===== config.mk =====
export PLATFORM = sky130hd
export DESIGN_NAME = bit_serial_adder
export DESIGN_NICKNAME = d
export VERILOG_FILES = /design/src/rtl/bit_serial_adder.sv
export SDC_FILE = /design/constraint.sdc
export NUM_CORES = 1
export LEC_CHECK = 0
export ABC_CLOCK_PERIOD_IN_PS = 1700
export CORE_MARGIN = 5
export CORE_UTILIZATION = 43
export CTS_CLUSTER_SIZE = 12
export DETAILED_ROUTE_END_ITERATION = 16
export GPL_TIMING_DRIVEN = 0
export HOLD_SLACK_MARGIN = 0.02
export PLACE_DENSITY = 0.67
export SLEW_MARGIN = 25
export SYNTH_ARGS = -nofsm -noshare
export SYNTH_HDL_FRONTEND = slang
export SYNTH_HIERARCHICAL = 1
export SYNTH_SLANG_ARGS = --single-unit

===== constraint.sdc =====
create_clock -name clk -period 1.7 [get_ports clk]
set_clock_uncertainty 0.2 [all_clocks]
set_input_delay 0.17 -clock clk [delete_from_list [all_inputs] [get_ports clk]]
set_output_delay 0.17 -clock clk [all_outputs]
set_load 0.05 [all_outputs]

===== src/rtl/bit_serial_adder.sv =====
// Bit-serial N-bit adder: one full adder plus a carry flop, LSB first, one bit per clock.
// Result, carry-out and signed overflow are registered and held until the next accepted start.

module full_adder (
   input  logic a,
   input  logic b,
   input  logic cin,
   output logic sum,
   output logic cout
);

   always_comb begin
      sum  = a ^ b ^ cin;
      cout = (a & b) | (cin & (a ^ b));
   end

endmodule

module bit_serial_adder #(
   parameter int unsigned N = 8
) (
   input  logic         clk,
   input  logic         rst,
   input  logic         start,
   input  logic [N-1:0] a,
   input  logic [N-1:0] b,
   input  logic         cin,
   output logic         busy,
   output logic         done,
   output logic [N-1:0] sum,
   output logic         cout,
   output logic         ovf
);

   localparam int unsigned CW = (N > 1) ? $clog2(N) : 1;

   typedef enum logic [1:0] {
      IDLE = 2'd0,
      RUN  = 2'd1,
      DONE = 2'd2
   } state_t;

   state_t         state;
   state_t         state_next;
   logic [N-1:0]   a_sr;
   logic [N-1:0]   a_sr_next;
   logic [N-1:0]   b_sr;
   logic [N-1:0]   b_sr_next;
   logic [N-1:0]   sum_next;
   logic [CW-1:0]  cnt;
   logic [CW-1:0]  cnt_next;
   logic           carry;
   logic           carry_next;
   logic           cout_next;
   logic           ovf_next;
   logic           busy_next;
   logic           done_next;
   logic           accept;
   logic           last_bit;
   logic           fa_sum;
   logic           fa_cout;

   full_adder u_fa (
      .a    (a_sr[0]),
      .b    (b_sr[0]),
      .cin  (carry),
      .sum  (fa_sum),
      .cout (fa_cout)
   );

   // State and datapath registers
   always_ff @(posedge clk) begin
      if (rst) begin
         state <= IDLE;
         a_sr  <= '0;
         b_sr  <= '0;
         carry <= 1'b0;
         cnt   <= '0;
         sum   <= '0;
         cout  <= 1'b0;
         ovf   <= 1'b0;
         busy  <= 1'b0;
         done  <= 1'b0;
      end else begin
         state <= state_next;
         a_sr  <= a_sr_next;
         b_sr  <= b_sr_next;
         carry <= carry_next;
         cnt   <= cnt_next;
         sum   <= sum_next;
         cout  <= cout_next;
         ovf   <= ovf_next;
         busy  <= busy_next;
         done  <= done_next;
      end
   end

   // Next-state and next-datapath logic; busy/done are registered from the next state
   always_comb begin
      state_next = state;
      a_sr_next  = a_sr;
      b_sr_next  = b_sr;
      carry_next = carry;
      cnt_next   = cnt;
      sum_next   = sum;
      cout_next  = cout;
      ovf_next   = ovf;
      accept     = 1'b0;
      last_bit   = (cnt == CW'(N - 1));

      case (state)
         IDLE, DONE: begin
            accept     = start;
            state_next = IDLE;
            if (start) begin
               state_next = RUN;
               a_sr_next  = a;
               b_sr_next  = b;
               carry_next = cin;
               cnt_next   = '0;
               sum_next   = '0;
               cout_next  = 1'b0;
               ovf_next   = 1'b0;
            end
         end
         RUN: begin
            // Sum bits enter at the MSB so bit 0 lands at sum[0] after N shifts
            sum_next   = (sum >> 1) | (N'(fa_sum) << (N - 1));
            a_sr_next  = a_sr >> 1;
            b_sr_next  = b_sr >> 1;
            carry_next = fa_cout;
            cnt_next   = cnt + CW'(1);
            if (last_bit) begin
               cout_next  = fa_cout;
               ovf_next   = carry ^ fa_cout;
               state_next = DONE;
            end
         end
         default: begin
            state_next = IDLE;
         end
      endcase

      busy_next = (state_next == RUN);
      done_next = (state_next == DONE);
   end

endmodule


==> results of run 1 <==
worst register-to-register path, cell delays in order (launching register included):
cell	delay (ps)
sky130_fd_sc_hd__dfxtp_1	350
sky130_fd_sc_hd__fa_1	510
sky130_fd_sc_hd__xor2_1	200
sky130_fd_sc_hd__nand3_2	110
sky130_fd_sc_hd__a21oi_2	140
worst paths after layout:
path | endpoint | slack (ps)
worst max register to register | ovf | 140
worst min register to register | sum[3] | 280
worst min-delay path | b_sr[7] | 200
worst max-delay path | sum[3] | 90
power groups by stage:
stage	Clock [uW]	Combinational [uW]	Sequential [uW]
after floorplan	0	206	904
after global placement	0	308	893
after detailed placement	0	319	896
after CTS	789	319	877
after global routing	828	348	883
final	775	316	877
layout make-up:
cell class / count / area, sq um
sequential: 34 / 680.7
timing repair buffer: 31 / 295.3
clock inverter: 2 / 60.06
tap: 46 / 57.56
buffer: 15 / 113.9
multi-input combinational: 104 / 663.1
clock buffer: 6 / 51.30
fill: 333 / 1389
Yosys cell counts, drive strengths merged:
master   n  area, sq um
nor3    28        220.2
nor2b    1        6.260
xor2     1        8.760
a21oi   16        83.83
and2b    1        7.510
nor2     4        15.01
nand2b   3        21.27
dfxtp   34        680.7
a22oi    1        7.510
nand2   12        45.04
nand3b   1        7.510
buf     13        106.4
ha       2        25.02
nand3   18        100.1
o21a     1        7.510
clkbuf   2        7.510
o22ai   14        87.58
fa       1        20.02
cell families (layout without fill, tap and decap cells):
family                   count (synthesis)  in the layout  share of synthesized area (%)
adder cells (fa/ha/maj)                  3              3                          3.090
XOR/XNOR                                 1              1                         0.6010
AO/OA/AOI/OAI                           32             32                          12.79
buffers and inverters                   15             54                          7.811
flip-flops                              34             34                          46.70
AND/OR/NAND/NOR                         68             68                          29.01
per-layer routing:
metal	share of wire [%]	up-vias	GRT usage (%)
met5	0	-	0
met3	5.5	5	4.269
li1	-	622	-
met2	50	32	27.20
met4	1.1	0	5.211
met1	43	577	20.79
stage by stage:
| step | power, uW | std cells | hold slack, ps | utilization (%) | worst slack [ps] |
|---|---|---|---|---|---|
| final | 1968 | 238 | 199.8 | 58.05 | 88.79 |
| after detailed placement | 1214 | 229 | 263.0 | 54.84 | 57.50 |
| after CTS | 1985 | 238 | 184.2 | 58.05 | 67.08 |
| after global placement | 1201 | 229 | 257.1 | 54.84 | 92.72 |
| after floorplan | 1110 | 153 | 106.0 | - | 268.5 |
| after global routing | 2059 | 238 | 188.5 | 58.05 | 24.34 |
state kept, by name (all words and copies together), names as in the netlist:
register,count
cout,1
done,1
sum,8
carry,1
b_sr,8
a_sr,8
busy,1
cnt,3
ovf,1
state,2
timing repair:
item	4_1_cts	5_1_grt
endpoints found under the setup margin	12	0
gates resized for setup	12	0
hold buffers	1	0
endpoints found under the hold margin	2	0
==> flow_summary_export.csv, run 1 <==
group,metric,value,unit
die,core_area,0.003311,sq mm
pwr,p_sw_share,24.16,%
sta,timing.final.hold_violations,0,
synth,seq_area_frac_synth,46.70,%
pwr,cellLeakagePower,0.0007522,uW
synth,yosysUniqueCellTypes,25,
routing,drt_wl_total,3.337,mm
pwr,power.share.combinational,16.1,%
clock_tree,cts_made_buffers,5,
sta,finalCriticalPeriod,1611,ps
synth,synth_fp_nets,176,
clock_tree,clock_sink_count,34,
die,io_pins,32,
flow_run,max_cap_violations,0,
critical_path,worst_r2r_startpoint,"a_sr[0]",
place,place_area,0.001815,sq mm
finish,final_layout_size_suffix_gt1_share,21.35,%
critical_path,arrival,1240,ps
place,place.gp.congestion,0.7419,
routing,drt_pass1_iterations,6,
synth,netlist_area,0.001458,sq mm
pwr,clockPowerShare,39.4,%
critical_path,capturing_element_type_of_the_critical_path,"primary output",
clock_tree,tritoncts,"done",
synth,yosysWarnings,6,
critical_path,kind_of_launch_point_of_the_worst_setup_path,"flip-flop",
clock_tree,cts.clk_slew.worst_paths,110,ps
min_path,whs_path_depth,3,
global_route,antenna_violations_before_repair,0,
die,floorplan.initialDensity,44.03,%
finish,final_nets,214,
critical_path,critPathKind,"flip-flop to primary output",
global_route,global_route.usage.total,16.43,%
clock_tree,cts-root-buf,"sky130_fd_sc_hd__clkbuf_4",
synth,syn_avg_cell_area,9.527,sq um
die,floorplan.die.width,68.22,um
synth,postSynthRegisterBits,34,
finish,finalInstanceArea,0.001922,sq mm
critical_path,wp_depth,1,
sta,finalCritPeriodShare,94.78,%
clock_tree,cts_max_path_buffers,2,
sta,finalSetupTns,0,ps
synth,netlist_instances,153,
pwr,irDropWorstVdd,0.5471,mV
critical_path,reg2reg_depth,4,
routing,via_count,1236,
die,die_y,68.22,um
global_route,largest_net_degree_at_the_start_of_global_routing,12,
critical_path,worstSetupStartpoint,"sum[3]",
clock_tree,clock_latency,340,ps
global_route,grt_remaining_overflow,0,
critical_path,critPathTopFamily,"buffers and inverters",
sta,timing.final.setup_violations,0,
routing,drt_iter0_drc,55,
clock_tree,cts_setup_buffers,0,
pwr,cell_internal_pwr,1492,uW
sta,slew-limit-headroom,66.99,%
critical_path,path_cells,"dlygate4sd2_1",
clock_tree,cts_htree_levels,2,
finish,antenna-diode-count,0,
pwr,power.density,1024,mW/mm^2
critical_path,worst_ep_required_time,1330,ps
routing,detail_route.vias_per_cell,5.193,
routing,routed_antenna_nets,0,
pwr,switchingPower,475.4,uW
critical_path,cp_slowest_cell,"sky130_fd_sc_hd__dlygate4sd2_1",
sta,max_slew.worst_pin.slew,497.1,ps
sta,max_freq,620.7,MHz
critical_path,slowest_delay,540,ps
finish,areaGrowthSynthToFinish,31.85,%
status,run_status,"finished clean",
min_path,worstHoldStart,"b[7]",
critical_path,critical_path_fanout_max,3,
sta,rsz0062_at_grt,"no",
min_path,worstHoldPathType,"primary input to flip-flop",
place,detailedPlacementHpwl,2.433,mm
critical_path,worstPathBufferInverterCount,1,
die,floorplan.die_area,0.004654,sq mm
routing,drt-wirelength-per-cell,14.02,um
sta,final_max_slew_viol_count,0,
routing,drt_drc_violations_left,0,
global_route,grt_pass1_wl,5.658,mm
place,numPortBuffers,30,
finish,layout_commonest_cell,"sky130_fd_sc_hd__dfxtp_1",
pwr,seq_power_share,44.6,%
finish,final_cell_mix,"34 x sky130_fd_sc_hd__dfxtp_1, 18 x sky130_fd_sc_hd__clkdlybuf4s50_1, 16 x sky130_fd_sc_hd__nand3_1, 16 x sky130_fd_sc_hd__nor3_2, 15 x sky130_fd_sc_hd__a21oi_1",
die,count_of_standard_cell_rows,21,
global_route,grt_pass1_vias,1236,
Note: power is estimated with default switching activity, not from simulation.
==> run 2: changes to the inputs <==
--- a/config.mk
+++ b/config.mk
@@ -13,6 +13,7 @@
 export GPL_TIMING_DRIVEN = 0
 export HOLD_SLACK_MARGIN = 0.02
 export PLACE_DENSITY = 0.67
+export RECOVER_POWER = 50
 export SLEW_MARGIN = 25
 export SYNTH_ARGS = -nofsm -noshare
 export SYNTH_HDL_FRONTEND = slang
==> run 2 against run 1 <==
  * Global-route usage unchanged
  * Critical path depth stayed put
  * Via count about the same
  * Worst setup slack is essentially flat
  * Core utilization down 1.4 points
  * Flip-flop and latch count unchanged
  * Fmax barely moved
  * Largest power group unchanged
==> flow_summary_export.csv, run 2 (same netlist as run 1, synthesis figures left out) <==
group,metric,value,unit
status,run_status,"finished clean",
die,io_pins,32,
die,core_area,0.003311,sq mm
die,floorplan.initialDensity,44.03,%
sta,timing.final.setup_violations,0,
routing,via_count,1237,
sta,timing.final.hold_violations,0,
critical_path,slowest_delay,540,ps
finish,reg.largest.list,"a_sr x8, b_sr x8, sum x8",
routing,drt_pass1_iterations,4,
min_path,worstHoldPathType,"primary input to flip-flop",
global_route,global_route.usage.total,16.43,%
finish,number_of_fill_cells,341,
global_route,largest_net_degree_at_the_start_of_global_routing,12,
finish,final_nets,214,
pwr,cell_internal_pwr,1481,uW
pwr,power.density,1037,mW/mm^2
clock_tree,cts_made_buffers,5,
clock_tree,cts_max_path_buffers,2,
finish,final_layout_size_suffix_gt1_share,17.71,%
critical_path,worstPathBufferInverterCount,1,
pwr,seq_power_share,45.0,%
routing,routed_antenna_nets,0,
sta,finalSetupTns,0,ps
routing,drt_drc_violations_left,0,
die,floorplan.die_area,0.004654,sq mm
clock_tree,cts-root-buf,"sky130_fd_sc_hd__clkbuf_4",
finish,antenna-diode-count,0,
critical_path,critPathKind,"flip-flop to primary output",
finish,final_cell_mix,"34 x sky130_fd_sc_hd__dfxtp_1, 19 x sky130_fd_sc_hd__nor3_1, 18 x sky130_fd_sc_hd__clkdlybuf4s50_1, 16 x sky130_fd_sc_hd__nand3_1, 15 x sky130_fd_sc_hd__a21oi_1",
sta,max_freq,620.8,MHz
place,numPortBuffers,30,
sta,rsz0062_at_grt,"no",
critical_path,path_cells,"dlygate4sd2_1",
routing,drt_wl_total,3.315,mm
place,detailedPlacementHpwl,2.433,mm
pwr,p_sw_share,23.85,%
critical_path,wp_depth,1,
critical_path,kind_of_launch_point_of_the_worst_setup_path,"flip-flop",
critical_path,critical_path_fanout_max,3,
critical_path,critPathTopFamily,"buffers and inverters",
clock_tree,cts_setup_buffers,0,
clock_tree,cts.clk_slew.worst_paths,110,ps
sta,slew-limit-headroom,67.01,%
place,place.gp.congestion,0.7419,
critical_path,worst_ep_required_time,1330,ps
critical_path,worst_r2r_startpoint,"a_sr[0]",
min_path,whs_path_depth,3,
pwr,cellLeakagePower,0.0007378,uW
pwr,power_consumption,1945,uW
sta,finalCritPeriodShare,94.76,%
global_route,antenna_violations_before_repair,0,
clock_tree,clock_sink_count,34,
clock_tree,tritoncts,"done",
global_route,grt_pass1_wl,5.658,mm
clock_tree,cts_htree_levels,2,
min_path,holdPathEnd,"b_sr[7]",
routing,drt-wirelength-per-cell,13.93,um
critical_path,reg_to_reg_end,"ovf",
pwr,power.share.combinational,15.4,%
pwr,clockPowerShare,39.7,%
routing,detail_route.vias_per_cell,5.197,
sta,finalCriticalPeriod,1611,ps
critical_path,cp_slowest_cell,"sky130_fd_sc_hd__dlygate4sd2_1",
die,count_of_standard_cell_rows,21,
critical_path,r2r_setup_slack,140,ps
routing,drt_iter0_drc,74,
die,floorplan.die.width,68.22,um
critical_path,reg2reg_depth,4,
pwr,switchingPower,463.8,uW
sta,final_max_slew_viol_count,0,
critical_path,capturing_element_type_of_the_critical_path,"primary output",
sta,max_slew.worst_pin.slew,496.9,ps
finish,layout_commonest_cell,"sky130_fd_sc_hd__dfxtp_1",
min_path,worstHoldStart,"b[7]",
die,die_y,68.22,um
finish,areaGrowthSynthToFinish,28.67,%
clock_tree,clock_latency,330,ps
global_route,grt_remaining_overflow,0,
flow_run,max_cap_violations,0,
pwr,irDropWorstVdd,0.5421,mV
critical_path,arrival,1240,ps
global_route,grt_pass1_vias,1236,
==> run 2: timing repair <==
item	4_1_cts	5_1_grt
setup endpoints to repair	12	0
hold buffers	1	0
endpoints found under the hold margin	2	0
resized for setup	12	0
==> run 2: worst reg2reg max path, delay by kind of cell (launching register included) <==
| family | cells | cell delay, ps |
|---|---|---|
| AND/OR/NAND/NOR | 1 | 110 |
| XOR/XNOR | 1 | 190 |
| adder cells (fa/ha/maj) | 1 | 510 |
| AO/OA/AOI/OAI | 1 | 140 |
| flip-flops | 1 | 350 |
==> run 2: area by class of cell <==
type                            count  area, sq um  share of cell area [%]
Sequential cell                    34        680.7                   36.29
Clock inverter                      2        60.06                   3.202
Buffer                             15        102.6                   5.470
Timing Repair Buffer               31        295.3                   15.74
Clock buffer                        6        51.30                   2.735
Tap cell                           46        57.56                   3.069
Multi-Input combinational cell    104        628.1                   33.49
==> run 2: per-stage QoR <==
step                      hold WS (ps)  cell area, sq um  instances  util [%]  worst slack (ps)
after floorplan                  106.0              1458        153         -             268.5
after global placement           257.1              1815        229     54.84             92.72
after detailed placement         263.0              1815        229     54.84             57.50
after CTS                        184.2              1922        238     58.05             67.08
after global routing             188.5              1876        238     56.65             24.34
final                            199.6              1876        238     56.65             89.14
==> run 2: power groups by stage <==
stage	combinational [uW]	sequential (uW)	clock, uW
after floorplan	206	904	0
after global placement	308	893	0
after detailed placement	319	896	0
after CTS	319	877	789
after global routing	331	880	828
final	299	874	772
==> run 2: worst max-delay path by stage <==
| stage | slack [ps] | to | from |
|---|---|---|---|
| floorplan | 270 | ovf | a_sr[0] |
| global placement | 90 | b_sr[7] | start |
| detailed placement | 60 | a_sr[7] | start |
| CTS | 70 | sum[3] | sum[3] |
| global route | 20 | sum[7] | sum[7] |
| finish | 90 | sum[7] | sum[7] |
==> run 2: metal layers <==
| metal | wire length, um | GRT usage [%] |
|---|---|---|
| met4 | 36 | 5.211 |
| met3 | 191 | 4.269 |
| met5 | 0 | 0 |
| met1 | 1428 | 20.79 |
| met2 | 1659 | 27.20 |
